**config.mk**
```make
export PLATFORM = sky130hd
export DESIGN_NAME = mem_ctrl
export DESIGN_NICKNAME = d
export VERILOG_FILES = /design/src/rtl/mem_ctrl.sv
export SDC_FILE = /design/constraint.sdc
export NUM_CORES = 1
export LEC_CHECK = 0
export BUFFER_PORTS_ARGS = -buffer_cell sky130_fd_sc_hd__buf_2
export CAP_MARGIN = 0
export CORE_MARGIN = 2
export CORE_UTILIZATION = 45
export CTS_CLUSTER_SIZE = 16
export DETAILED_ROUTE_END_ITERATION = 7
export GPL_ROUTABILITY_DRIVEN = 0
export PLACE_DENSITY = 0.73
export SLEW_MARGIN = 20
export SYNTH_ARGS = -nofsm -noshare
export SYNTH_HDL_FRONTEND = slang
export SYNTH_SLANG_ARGS = --single-unit
```
**constraint.sdc**
```tcl
create_clock -name clk_in -period 2.1 [get_ports clk_in]
set_input_delay 0.105 -clock clk_in [delete_from_list [all_inputs] [get_ports clk_in]]
set_output_delay 0.105 -clock clk_in [all_outputs]
set_load 0.02 [all_outputs]
```
**src/rtl/mem_ctrl.sv**
```systemverilog
// Byte-wide RAM controller/arbiter shared by icache fetches and LSB loads/stores.
// Each request is serialised into byte beats; reads are assembled little-endian.
module mem_ctrl #(
  parameter int          ADDR_WIDTH = 32,
  parameter logic [31:0] IO_BASE    = 32'h00030000
) (
  input  logic                  clk_in,
  input  logic                  rst_in,
  input  logic                  rdy_in,
  input  logic [7:0]            mem_din,
  output logic [7:0]            mem_dout,
  output logic [ADDR_WIDTH-1:0] mem_a,
  output logic                  mem_wr,
  input  logic                  io_buffer_full,
  input  logic                  IC2MC_en,
  input  logic [ADDR_WIDTH-1:0] IC2MC_addr,
  output logic                  MC2IC_en,
  output logic [31:0]           MC2IC_data,
  input  logic                  LSB2MC_en,
  input  logic                  LSB2MC_wr,
  input  logic [ADDR_WIDTH-1:0] LSB2MC_addr,
  input  logic [1:0]            LSB2MC_len,
  input  logic [31:0]           LSB2MC_data,
  output logic                  MC2LSB_en,
  output logic [31:0]           MC2LSB_data,
  input  logic                  ROB2MC_flush
);

  typedef enum logic [1:0] {IDLE = 2'd0, IC_RD = 2'd1, LSB_RD = 2'd2, LSB_WR = 2'd3} state_t;

  typedef struct packed {
    logic [ADDR_WIDTH-1:0] addr;
    logic [2:0]            nbeats;
    logic [31:0]           data;
  } req_t;

  state_t                state, state_nxt;
  req_t                  req_q;
  logic [2:0]            cnt;
  logic [23:0]           rbuf;
  logic                  last_grant;   // 0 = IC, 1 = LSB
  logic                  grant_ic, grant_lsb;
  logic                  lsb_io_st, lsb_ok;
  logic [2:0]            lsb_nbeats;
  logic                  rd_last, wr_last;
  logic [31:0]           rd_word;
  logic [ADDR_WIDTH-1:0] beat_addr;

  assign lsb_nbeats = (LSB2MC_len == 2'b00) ? 3'd1 :
                      (LSB2MC_len == 2'b01) ? 3'd2 : 3'd4;
  assign lsb_io_st  = LSB2MC_wr && (LSB2MC_addr[17:16] == IO_BASE[17:16]);
  assign lsb_ok     = LSB2MC_en && !(lsb_io_st && io_buffer_full);
  assign rd_last    = (cnt == req_q.nbeats);
  assign wr_last    = (cnt == req_q.nbeats - 3'd1);
  assign beat_addr  = req_q.addr + {{(ADDR_WIDTH-3){1'b0}}, cnt};

  // ---------------- state register ----------------
  always_ff @(posedge clk_in or negedge rst_in) begin
    if (!rst_in)      state <= IDLE;
    else if (rdy_in)  state <= state_nxt;
  end

  // ---------------- next state / arbitration ----------------
  always_comb begin
    state_nxt = state;
    grant_ic  = 1'b0;
    grant_lsb = 1'b0;
    case (state)
      IDLE: begin
        if (!ROB2MC_flush) begin
          if (IC2MC_en && lsb_ok) begin
            grant_lsb = (last_grant == 1'b0);
            grant_ic  = (last_grant == 1'b1);
          end else begin
            grant_ic  = IC2MC_en;
            grant_lsb = lsb_ok;
          end
        end
        if (grant_ic)       state_nxt = IC_RD;
        else if (grant_lsb) state_nxt = LSB2MC_wr ? LSB_WR : LSB_RD;
      end
      IC_RD, LSB_RD: begin
        if (ROB2MC_flush || rd_last) state_nxt = IDLE;
      end
      LSB_WR: begin
        // committed stores always run to completion, flush or not
        if (wr_last) state_nxt = IDLE;
      end
      default: state_nxt = IDLE;
    endcase
  end

  // final byte is still on mem_din at the completing edge, so bypass it in
  always_comb begin
    case (req_q.nbeats)
      3'd1:    rd_word = {24'h0, mem_din};
      3'd2:    rd_word = {16'h0, mem_din, rbuf[7:0]};
      default: rd_word = {mem_din, rbuf};
    endcase
  end

  // ---------------- datapath ----------------
  always_ff @(posedge clk_in or negedge rst_in) begin
    if (!rst_in) begin
      req_q       <= '0;
      cnt         <= 3'd0;
      rbuf        <= 24'h0;
      last_grant  <= 1'b0;
      MC2IC_en    <= 1'b0;
      MC2IC_data  <= 32'h0;
      MC2LSB_en   <= 1'b0;
      MC2LSB_data <= 32'h0;
    end else if (rdy_in) begin
      MC2IC_en  <= 1'b0;
      MC2LSB_en <= 1'b0;
      case (state)
        IDLE: begin
          if (grant_ic) begin
            req_q.addr   <= IC2MC_addr;
            req_q.nbeats <= 3'd4;
            cnt          <= 3'd0;
            rbuf         <= 24'h0;
            last_grant   <= 1'b0;
          end else if (grant_lsb) begin
            req_q.addr   <= LSB2MC_addr;
            req_q.nbeats <= lsb_nbeats;
            req_q.data   <= LSB2MC_data;
            cnt          <= 3'd0;
            rbuf         <= 24'h0;
            last_grant   <= 1'b1;
          end
        end
        IC_RD, LSB_RD: begin
          if (ROB2MC_flush) begin
            cnt <= 3'd0;
          end else if (rd_last) begin
            cnt <= 3'd0;
            if (state == IC_RD) begin
              MC2IC_en   <= 1'b1;
              MC2IC_data <= rd_word;
            end else begin
              MC2LSB_en   <= 1'b1;
              MC2LSB_data <= rd_word;
            end
          end else begin
            cnt <= cnt + 3'd1;
            // byte addressed in beat cnt-1 is on mem_din now
            case (cnt)
              3'd1:    rbuf[7:0]   <= mem_din;
              3'd2:    rbuf[15:8]  <= mem_din;
              3'd3:    rbuf[23:16] <= mem_din;
              default: ;
            endcase
          end
        end
        LSB_WR: begin
          if (wr_last) begin
            cnt       <= 3'd0;
            MC2LSB_en <= 1'b1;
          end else begin
            cnt <= cnt + 3'd1;
          end
        end
        default: cnt <= 3'd0;
      endcase
    end
  end

  // ---------------- bus outputs ----------------
  always_comb begin
    mem_a    = '0;
    mem_wr   = 1'b0;
    mem_dout = 8'h0;
    case (state)
      IC_RD, LSB_RD: begin
        if (cnt < req_q.nbeats) mem_a = beat_addr;
      end
      LSB_WR: begin
        mem_a  = beat_addr;
        mem_wr = 1'b1;
        case (cnt[1:0])
          2'd0:    mem_dout = req_q.data[7:0];
          2'd1:    mem_dout = req_q.data[15:8];
          2'd2:    mem_dout = req_q.data[23:16];
          default: mem_dout = req_q.data[31:24];
        endcase
      end
      default: ;
    endcase
  end

endmodule

```
==> results summary, run 1 <==
The initial antenna violation count is 0. The count of H-tree levels built during CTS came out at 4. The maximum clock rate came out at 0.360 GHz. The post-synthesis instance area came out at 7920 sq um. Counting instances, the worst hold path has a depth of 3. STA classifies the critical path endpoint as an output pin. The total negative slack for setup checks is -16340 ps.

The number of global-route vias before repair is 7491. Among cell families on the critical path, the largest total delay comes from adder cells. The number of maximum-capacitance violations is 0. The minimum clock period after layout came out at 2780 ps. The final layout net count is 1259. Data arrives at the worst endpoint at 2670 ps. The count of antenna diodes in the layout is 0. Dividing total power by cell area gives a power density of 1440 nW/um^2. After synthesis, the mean cell area works out to 10.1 sq um.

The number of search-and-repair iterations in the first detailed-routing pass is 5. Together, buffers and inverters on the worst path number 3. The clock tree buffer depth is 2. The total core area is 17200 sq um. The final standard cell count with taps included and fillers excluded came out at 1364. The flow ran to the end, but the final reports show violations. After technology mapping, the gate count stands at 783.

The number of flip-flops and latches in the synthesized netlist is 163. The post-detailed-placement half-perimeter wirelength came out at 14.4 mm. The sequential-to-total area share from yosys stat came out at 51.5%. The worst register-to-register path has a setup slack of 30 ps. The clock input transition at the sequential cells of the worst setup and hold paths came out at 70 ps. The worst-path maximum fanout came out at 6.

The share of async-settable or async-resettable flops after synthesis is 100%. TritonCTS built the clock tree. The pre-CTS worst setup slack is -88.4 ps. Counting tap cells, the placed design contains a total of 1224 instances. The highest cell delay on the worst timing path came out at 370 ps. The setup slack after layout is -679 ps. The initial core utilization came out at 46.0%. The number of clock buffers added by TritonCTS is 17. The number of remaining DRC errors is 0. In the global route stage, overall resource usage came out at 25.7%. The cell count of the worst reg-to-reg path came out at 10. The initialized floorplan defines 48 standard-cell rows. The die covers 18700 sq um. The cell depth of the worst setup path came out at 10. The maximum vdd ir drop is 0.904 mV. When the netlist entered floorplanning its net count stood at 916.

The min-delay analysis places its worst path in the category input pin to flip-flop. The setup-violating endpoint count in the final report came out at 40. After synthesis, the netlist uses 52 different library cells. For this run the aggregate overflow at the end of global routing stands at 0.

The antenna violation net count after detailed routing is 0. For the pin with the worst max-slew slack, the measured transition is 712 ps. The largest net degree at the start of global routing is 66.

The share of cells above drive strength 1 is 40.3%. The routed wirelength normalized by instance count came out at 19.0 um. The height of the die came out at 137 um. After detailed routing, the number of vias per cell comes to 5.60.

The number of top-level pins is 221. The count of buffers from port buffering came out at 220. The number of clock sinks is 163. The die boundary width is 137 um. The checks that failed: setup timing. The worst setup path is launched from a flip-flop. In this run, synthesis inferred 0 flip-flops with an integrated enable.

The via total after detailed routing came out at 7633. The number of hold violations in the final report came out at 0. Setup repair after global routing could not meet its margin everywhere. The clock arrives with 10.7 ps of skew. The post-layout total power came out at 17.5 mW. The wire length of the first global-routing pass came out at 37.3 mm. The final period utilization came out at 132%.

The signal on the critical path passes through ha_2 -> inv_2 -> fa_2 -> nand2b_4 -> a2111oi_4 -> buf_4 -> nand4_1 -> xor2_1 -> nor2_2 -> buf_6. The final number of max-transition violations came out at 0. For this design the static power due to leakage is 5.64 nW.

The first-iteration detailed-routing DRC count is 595. The insertion delay to the later sink of the worst-skew pair came out at 430 ps. The worst setup path is of the flip-flop to output pin kind. Wires add up to 25.9 mm.

For this run, the number of Yosys warnings is 0. The data required time of the critical path came out at 2000 ps. Measured on the finished design, the core utilization comes to 70.5%. In the synthesized netlist the dominant register cell turns out to be sky130_fd_sc_hd__dfrtp_1. The headroom to the max-slew limit is 52.4%.

From synthesis to final layout, the design area changed by 53.4%. The clock tree root buffer cell is sky130_fd_sc_hd__clkbuf_16. The highest-delay cell along the critical path is sky130_fd_sc_hd__dfrtp_1.
==> layout by cell type (no fill, tap or decap), drive strengths merged, types with 2 or more instances in the layout <==
cell type	netlist	layout
mux2i	2	2
and2	21	21
nand4	11	11
nor3	2	2
nor2b	4	4
a22oi	49	49
or3	3	3
nand2b	6	6
nand3	12	12
a222oi	8	8
o22ai	2	2
nand4b	2	2
dfrtp	163	163
buf	17	290
and4	4	4
xor2	23	23
a21oi	43	43
o21ai	84	84
ha	18	18
xnor2	7	7
dlygate4sd3	0	80
nor3b	2	2
nor2	66	66
mux2	56	56
clkbuf	32	19
clkinv	0	4
nand2	107	107
clkinvlp	0	2
inv	19	27
and3	7	7
==> stage by stage <==
| step | hold slack [ps] | cell area (sq um) |
|---|---|---|
| after global routing | 7.63 | 12200 |
| after floorplan | -191 | 7960 |
| after global placement | 106 | 9640 |
| after CTS | 1.38 | 11700 |
| after detailed placement | 109 | 9640 |
| final | 15.7 | 12200 |
==> registers in the layout, indices dropped and copies added, names as in the netlist <==
register and flops:
req_q 67, last_grant 1, state 2, cnt 3, MC2IC_data 32, MC2LSB_data 32
MC2LSB_en 1, rbuf 24, MC2IC_en 1
==> synth_stat cells (all sizes together), types with 6 or more instances <==
cell type / instances / area, sq um
buf: 17 / 103
mux2: 56 / 631
nand3: 12 / 60.1
clkbuf: 32 / 120
o21ai: 84 / 420
inv: 19 / 71.3
dfrtp: 163 / 4080
a21oi: 43 / 226
nand2b: 6 / 37.5
a222oi: 8 / 80.1
nor2: 66 / 248
a22oi: 49 / 382
and2: 21 / 133
xor2: 23 / 201
nand2: 107 / 404
nand4: 11 / 90.1
and3: 7 / 43.8
xnor2: 7 / 61.3
ha: 18 / 225
==> where the power goes <==
| part | internal (mW) | switching, mW | leakage (nW) | total, mW |
|---|---|---|---|---|
| combinational | 4.03 | 4.74 | 3.26 | 8.77 |
| sequential | 4.53 | 1.04 | 2.09 | 5.58 |
| clock | 1.69 | 1.42 | 0.284 | 3.11 |
==> kinds of logic after synthesis <==
group / after synthesis / share of synthesized area, %
AND/OR/NAND/NOR: 250 / 14.9
AO/OA/AOI/OAI: 195 / 15.3
flip-flops: 163 / 51.5
buffers and inverters: 68 / 3.71
multiplexers: 58 / 8.21
XOR/XNOR: 30 / 3.32
adder cells (fa/ha/maj): 19 / 3.10
==> timing repair <==
item | 4_1_cts | 5_1_grt
cloned | 3 | 5
pin swaps | 33 | 41
resized for setup | 135 | 89
buffers inserted | 16 | 16
hold endpoints to repair | 125 | 0
endpoints found under the setup margin | 65 | 97
hold buffers | 80 | 0
==> worst min-delay path: stages <==
cell and delay (ps):
sky130_fd_sc_hd__buf_2 70, sky130_fd_sc_hd__a22oi_1 70, sky130_fd_sc_hd__a21oi_1 150
==> metal layers <==
layer / track usage, % / vias to the layer above / part of all wire (%)
met5: 0 / - / 0
met4: 10.0 / 0 / 3.2
met3: 6.44 / 82 / 6.7
met2: 44.1 / 370 / 51
met1: 31.0 / 3749 / 39
li1: - / 3432 / -
==> area by class of cell <==
class                      instances  area (sq um)
timing repair buffer             373          2990
sequential                       163          4080
clock inverter                    15           168
inverter                          19          73.8
tap                              225           282
clock buffer                      17           425
multi-input combinational        552          4140
fill                            1174          5080
==> final timing paths <==
kind                                                to                        from
setup / recovery                             mem_a[14]          cnt[0]$_DFFE_PN0P_
hold / removal                   req_q[58]$_DFFE_PN0P_             LSB2MC_addr[23]
setup reg to reg           MC2LSB_data[16]$_DFFE_PN0P_          cnt[0]$_DFFE_PN0P_
hold reg to reg             MC2IC_data[22]$_DFFE_PN0P_  MC2IC_data[22]$_DFFE_PN0P_
max in group asynchronous           cnt[2]$_DFFE_PN0P_                      rst_in
min in group asynchronous  MC2LSB_data[18]$_DFFE_PN0P_                      rst_in
Note: power is estimated with default switching activity, not from simulation.
==> run 2, diff against run 1 <==
--- a/config.mk
+++ b/config.mk
@@ -5,14 +5,13 @@
 export SDC_FILE = /design/constraint.sdc
 export NUM_CORES = 1
 export LEC_CHECK = 0
-export BUFFER_PORTS_ARGS = -buffer_cell sky130_fd_sc_hd__buf_2
 export CAP_MARGIN = 0
 export CORE_MARGIN = 2
 export CORE_UTILIZATION = 45
 export CTS_CLUSTER_SIZE = 16
 export DETAILED_ROUTE_END_ITERATION = 7
+export DONT_BUFFER_PORTS = 1
 export GPL_ROUTABILITY_DRIVEN = 0
-export PLACE_DENSITY = 0.73
 export SLEW_MARGIN = 20
 export SYNTH_ARGS = -nofsm -noshare
 export SYNTH_HDL_FRONTEND = slang
==> results summary, run 2 (synthesis gave the netlist of run 1 again) <==
The run finished, with violations left. The checks that failed: hold timing, setup timing. The post-place instance area is 8570 sq um (-11%). The net switching power is 6.53 mW (-9.4%).

The via total after detailed routing is 6608 (-13%). The insertion delay to the later sink of the worst-skew pair came to 420 ps (about the same). The total track usage came to 23.8% (-1.9 points). The final standard cell count with taps included and fillers excluded came out at 1173 (-14%). The largest net degree at the start of global routing came to 164 (+150%).

The total routed wirelength is 23.2 mm (-11%). The row count came out at 48 (unchanged). TritonCTS built the clock tree. The height of the die is 137 um (unchanged). The critical path ends at mem_a[10]. The share of power burned in the clock network is 21.0% (+3.2 points). The die boundary width came to 137 um (unchanged). The worst setup path is launched from a flip-flop. The cell count of the worst reg-to-reg path came out at 10 (unchanged).

In the layout the commonest cells are sky130_fd_sc_hd__dfrtp_1 (162), sky130_fd_sc_hd__dlygate4sd3_1 (108), sky130_fd_sc_hd__nand2_1 (103). The wire length of the first global-routing pass is 34.5 mm (-7.5%). The initial core utilization is 46.0% (unchanged). The share of cells above drive strength 1 is 23.8% (-16 points).

The number of remaining DRC errors is 0 (unchanged). The cell sitting at the root of the clock tree is a sky130_fd_sc_hd__clkbuf_16. The number of flip-flops under the largest register name is 67 (unchanged). The worst-case clock skew is 11.6 ps (+0.849 ps). The setup slack after layout came out at -546 ps (+133 ps).

The maximum vdd ir drop is 0.813 mV (-10%). The number of search-and-repair iterations in the first detailed-routing pass was 5 (unchanged). The switching share of total power is 40.5% (-0.76 points). The routed wirelength normalized by instance count is 19.8 um (+4.0%). The first-iteration detailed-routing DRC count came to 420 (-29%).

In this run the worst hold path is classified as input pin to asynchronous set/reset pin. The proportion of power drawn by combinational gates is 40.1% (-10 points). In the final layout, the registers with the most flip-flops are req_q (67), MC2IC_data (32), MC2LSB_data (32). The data required time of the critical path is 2000 ps (about the same). The count of antenna diodes in the layout is 0 (unchanged).

The maximum clock rate is 0.378 GHz (+5.0%). The number of fill cells came out at 1333 (+14%). The type of the worst setup path is flip-flop to output pin. The worst flop-to-flop path startpoint is cnt[0]$_DFFE_PN0P_. Counting flops per register, the top entry is req_q. The worst hold slack is -622 ps (-638 ps). The number of clock buffers inserted by TritonCTS came out at 17 (unchanged). The share of total power in sequential cells is 38.9% (+7.0 points). The number of hold violations in the final report came to 163 (+163). The leakage power was 4.71 nW (-16%). The critical path endpoint category is an output pin.

The setup-violating endpoint count in the final report is 40 (unchanged). The pre-CTS worst setup slack came out at -114 ps (-25.3 ps). The final number of max-transition violations came out at 0 (unchanged). The floorplan die area was 18700 sq um (unchanged). The number of vias per cell came out at 5.63 (+0.67%). The total core area is 17200 sq um (unchanged). The worst-path maximum fanout is 3 (-3).

The final period utilization is 126% (-6.3 points). The startpoint of the most critical setup path is cnt[0]$_DFFE_PN0P_. Setup repair after global routing could not meet its margin everywhere. The layout overhead on the synthesized area came out at 38.4%. The number of global-route vias before repair is 6710 (-10%).

The minimum clock period after layout is 2650 ps (-133 ps). The internal power was 9.58 mW (-6.5%). The arrival time of the worst setup path is 2540 ps (-130 ps). The library cell used most frequently in the layout, excluding fill and tap cells, is sky130_fd_sc_hd__dfrtp_1.

The number of top-level pins is 221 (unchanged). The total negative slack for setup checks came out at -13600 ps (+2730 ps). The placed cell count was 1015 (-17%).

The headroom to the max-slew limit was 54.8% (+2.5 points). The number of clock sinks came to 163 (unchanged). The final standard cell utilization of the core came out at 63.6% (-6.9 points). The antenna violation net count after detailed routing came to 0 (unchanged).

The count of H-tree levels built during CTS is 4 (unchanged). The worst register-to-register path ends at MC2LSB_data[20]$_DFFE_PN0P_. The total grt overflow came out at 0 (unchanged). The pin slew with the least headroom to its limit came out at 675 ps (-36.6 ps). The number of maximum-capacitance violations came to 0 (unchanged).

The final layout net count is 1068 (-15%). The initial antenna violation count is 0 (unchanged). The worst setup slack for register-to-register paths came out at 30 ps (about the same). The total power divided by cell area came out at 1470 nW/um^2 (+2.3%). The number of buffers inserted by hold repair at cts is 108 (+35%).

The post-detailed-placement half-perimeter wirelength came out at 13.9 mm (-3.9%). The design area is 11000 sq um (-9.8%). The count of buffers from port buffering is 0 (-100%). The clock tree buffer depth came out at 2 (unchanged). The clock input transition at the sequential cells of the worst setup and hold paths is 70 ps (about the same).

The post-layout total power came out at 16.1 mW (-7.7%).
## run 2: worst min path at each step
stage                start                           to  cells after the start
floorplan           rst_in    MC2IC_data[0]$_DFFE_PN0P_                      0
global placement    rst_in  MC2LSB_data[14]$_DFFE_PN0P_                      0
detailed placement  rst_in  MC2LSB_data[16]$_DFFE_PN0P_                      0
CTS                 rst_in  MC2LSB_data[26]$_DFFE_PN0P_                      0
global route        rst_in  MC2LSB_data[16]$_DFFE_PN0P_                      0
finish              rst_in        req_q[26]$_DFFE_PN0P_                      0
## run 2: critical path: stages, from the launching register on
cell and delay [ps]:
sky130_fd_sc_hd__dfrtp_1 350, sky130_fd_sc_hd__ha_2 180, sky130_fd_sc_hd__inv_2 40, sky130_fd_sc_hd__fa_2 330, sky130_fd_sc_hd__nand2b_4 160, sky130_fd_sc_hd__buf_4 140, sky130_fd_sc_hd__buf_6 110, sky130_fd_sc_hd__a21oi_4 180
sky130_fd_sc_hd__buf_6 120, sky130_fd_sc_hd__nand3_2 70, sky130_fd_sc_hd__xor2_1 160, sky130_fd_sc_hd__nor2_1 110, sky130_fd_sc_hd__buf_4 160
## run 2: metal layers
layer	global-route usage, %	share of wire [%]
met1	29.6	39
met2	40.8	52
met3	5.07	6.6
met4	9.09	2.2
met5	0	0
## run 2: layout make-up
type / instances / area (sq um) / share of cell area (%)
timing repair buffer: 182 / 1960 / 17.8
multi-input combinational: 552 / 3940 / 35.9
inverter: 19 / 71.3 / 0.650
tap: 225 / 282 / 2.57
clock inverter: 15 / 216 / 1.97
clock buffer: 17 / 425 / 3.88
sequential: 163 / 4080 / 37.2
## run 2: power by group through the flow
stage	sequential, mW	combinational, mW	clock, mW
after global routing	6.45	7.02	3.58
after floorplan	5.95	3.57	0
after global placement	6.19	4.97	0
after detailed placement	6.26	5.12	0
after CTS	6.23	6.14	3.44
final	6.26	6.46	3.38
## run 2: timing repair
item | CTS | global route
pin swaps | 38 | 34
buffers inserted | 8 | 4
endpoints found under the hold margin | 285 | 163
cloned | 3 | 5
endpoints found under the setup margin | 64 | 77
gates resized for setup | 74 | 54
==> run 3, diff against run 2 <==
--- a/config.mk
+++ b/config.mk
@@ -12,6 +12,7 @@
 export DETAILED_ROUTE_END_ITERATION = 7
 export DONT_BUFFER_PORTS = 1
 export GPL_ROUTABILITY_DRIVEN = 0
+export MAX_ROUTING_LAYER = met4
 export SLEW_MARGIN = 20
 export SYNTH_ARGS = -nofsm -noshare
 export SYNTH_HDL_FRONTEND = slang
==> results summary, run 3 (synthesis gave the netlist of run 1 again) <==
The maximum clock rate is 0.379 GHz (+0.20%). In this run the critical register-to-register path is launched from cnt[0]$_DFFE_PN0P_. The clock tree buffer depth came out at 2 (unchanged).

The area of the multi-input gates came out at 3920 sq um (-0.45%). The share of cells above drive strength 1 was 23.7% (-0.11 points). The final reports fail on hold timing, setup timing. The setup slack after layout came out at -541 ps (+5.31 ps). The headroom to the max-slew limit is 58.0% (+3.1 points). The wire length of the first global-routing pass is 34.5 mm (-0.14%). The data required time of the critical path is 2000 ps (about the same). The arrival time of the worst setup path came out at 2540 ps (about the same).

The highest cell delay on the worst timing path came out at 350 ps (about the same). The final layout net count came to 1068 (unchanged). The number of clock sinks came out at 163 (unchanged). The number of buffers and inverters on the critical path came out at 4 (-1).

The number of remaining DRC errors is 0 (unchanged). The number of buffers inserted by hold repair at cts came out at 108 (unchanged). The setup path with the least slack is of type flip-flop to output pin. The maximum vdd ir drop came to 0.814 mV (+0.11%). The path class of the tightest hold or removal check is input pin to asynchronous set/reset pin.

The endpoint of the most critical register-to-register path is MC2LSB_data[21]$_DFFE_PN0P_. The largest individual stage delay along the critical path comes from the cell sky130_fd_sc_hd__dfrtp_1. The first-iteration detailed-routing DRC count came out at 451 (+7.4%).

The via total after detailed routing was 6582 (-0.39%). The number of flip-flops under the largest register name is 67 (unchanged). The library cells used most frequently in the layout, excluding fill and tap cells, are sky130_fd_sc_hd__dfrtp_1 (162), sky130_fd_sc_hd__dlygate4sd3_1 (108), sky130_fd_sc_hd__nand2_1 (103).

The insertion delay to the later sink of the worst-skew pair came out at 430 ps (about the same). The number of clock buffers inserted by TritonCTS came out at 17 (unchanged). The final period utilization is 126% (-0.25 points). The number of hold violations in the final report came to 163 (unchanged).

The pin slew with the least headroom to its limit is 628 ps (-47.1 ps). The die boundary width was 137 um (unchanged). The number of fill cells is 1333 (unchanged). The worst-path maximum fanout is 3 (unchanged). Setup repair after global routing could not meet its margin everywhere. The most frequent standard cell in the layout excluding fill and tap cells is sky130_fd_sc_hd__dfrtp_1. The clock input transition at the sequential cells of the worst setup and hold paths is 70 ps (about the same). The total core area was 17200 sq um (unchanged). In this design, the critical path's most frequently occurring cell is sky130_fd_sc_hd__buf_6. The layout overhead on the synthesized area is 38.2%.

In this run the clock root is driven by a sky130_fd_sc_hd__clkbuf_16. The total area of sequential cells is 4080 sq um (unchanged). The leakage power came out at 4.69 nW (-0.40%). The number of search-and-repair iterations in the first detailed-routing pass came to 5 (unchanged). TritonCTS built the clock tree. The worst setup path is launched from a flip-flop. STA classifies the critical path endpoint as an output pin. The total grt overflow is 0 (unchanged). The initial antenna violation count was 1 (+1).

The total routed wirelength came out at 23.1 mm (-0.47%). The number of global-route vias before repair is 6734 (+0.36%). The post-detailed-placement half-perimeter wirelength is 13.9 mm (unchanged). The total power divided by cell area came out at 1470 nW/um^2 (about the same). The worst setup slack for register-to-register paths is 30 ps (about the same). The worst hold slack is -626 ps (-3.82 ps).

The largest net degree at the start of global routing is 164 (unchanged). The antenna violation net count after detailed routing came out at 0 (unchanged). The routed wirelength normalized by instance count came to 19.6 um (-0.56%). The run finished, with violations left.

The total track usage came out at 24.5% (+0.70 points). On the critical path the largest part of the delay comes from adder cells. The floorplan die area came to 18700 sq um (unchanged). The total negative slack for setup checks is -13550 ps (+51.5 ps). The worst-case clock skew came out at 11.2 ps (-0.370 ps).

The count of buffers from port buffering came out at 0 (unchanged). The cell count of the worst reg-to-reg path is 9 (-1). The number of top-level pins came to 221 (unchanged). The number of maximum-capacitance violations came out at 0 (unchanged). The initial core utilization came out at 46.0% (unchanged). The post-layout total power came out at 16.1 mW (-0.13%). The count of H-tree levels built during CTS is 4 (unchanged). req_q holds more flip-flops than any other register. The row count is 48 (unchanged).

The minimum clock period after layout is 2640 ps (-5.30 ps). The number of vias per cell is 5.61 (-0.48%). The setup-violating endpoint count in the final report came out at 40 (unchanged). The height of the die was 137 um (unchanged).

The largest registers in the layout are req_q (67), MC2IC_data (32), MC2LSB_data (32). The final number of max-transition violations is 0 (unchanged). Traced cell by cell, the critical path runs through ha_2 -> inv_2 -> fa_2 -> nand2b_4 -> buf_4 -> buf_6 -> a21oi_4 -> nand4_1 -> xor2_2 -> nor2_4 -> buf_6.
-- run 3: worst max path at each step --
stage                                      from         to  cells after the start
final                        cnt[0]$_DFFE_PN0P_   mem_a[8]                     11
after global placement       cnt[0]$_DFFE_PN0P_  mem_a[28]                      9
after detailed placement  req_q[35]$_DFFE_PN0P_  mem_a[28]                      9
after CTS                    cnt[0]$_DFFE_PN0P_  mem_a[30]                      9
after global routing         cnt[0]$_DFFE_PN0P_  mem_a[10]                     12
after floorplan              cnt[0]$_DFFE_PN0P_  mem_a[28]                      8
-- run 3: stage by stage --
step	cells	hold slack, ps	utilization, %	area (sq um)	setup WS, ps
after floorplan	783	-191	-	7960	-195
after global placement	1015	-186	49.7	8570	-107
after detailed placement	1015	-185	49.7	8570	-114
after CTS	1166	-641	61.9	10700	-545
after global routing	1174	-651	63.5	10900	-677
final	1174	-626	63.5	10900	-541
-- run 3: worst reg2reg max path, cell delays in order, from the launching register on --
cell	delay [ps]
sky130_fd_sc_hd__dfrtp_1	350
sky130_fd_sc_hd__buf_4	150
sky130_fd_sc_hd__inv_2	50
sky130_fd_sc_hd__ha_1	310
sky130_fd_sc_hd__and3_4	210
sky130_fd_sc_hd__buf_4	120
sky130_fd_sc_hd__nor3b_4	230
sky130_fd_sc_hd__nand2_4	160
sky130_fd_sc_hd__clkbuf_16	210
sky130_fd_sc_hd__o21ai_0	200
-- run 3: where the power goes --
group	internal (mW)	total [mW]	leakage, nW	switching [mW]
Sequential	4.53	6.26	2.09	1.74
Combinational	3.01	6.43	2.29	3.41
Clock	2.03	3.40	0.313	1.37
-- run 3: cell type report --
cell class	count	share of cell area (%)
tap	225	2.57
clock buffer	17	3.89
sequential	163	37.3
multi-input combinational	552	35.8
clock inverter	15	1.98
antenna	1	0.0229
timing repair buffer	182	17.8
inverter	19	0.651
-- run 3: what timing repair did --
item                                    CTS  global route
gates resized for setup                  74            50
gates cloned                              3             5
endpoints found under the setup margin   64            78
setup buffers                             8             4
pin swaps                                38            32
hold endpoints to repair                285           163
-- run 3: routing by layer --
metal | up-vias | track usage (%) | part of all wire (%)
li1 | 3039 | - | -
met1 | 3236 | 29.6 | 39
met2 | 269 | 40.7 | 52
met3 | 38 | 4.96 | 6.6
met4 | 0 | 9.26 | 2.1
met5 | - | - | 0
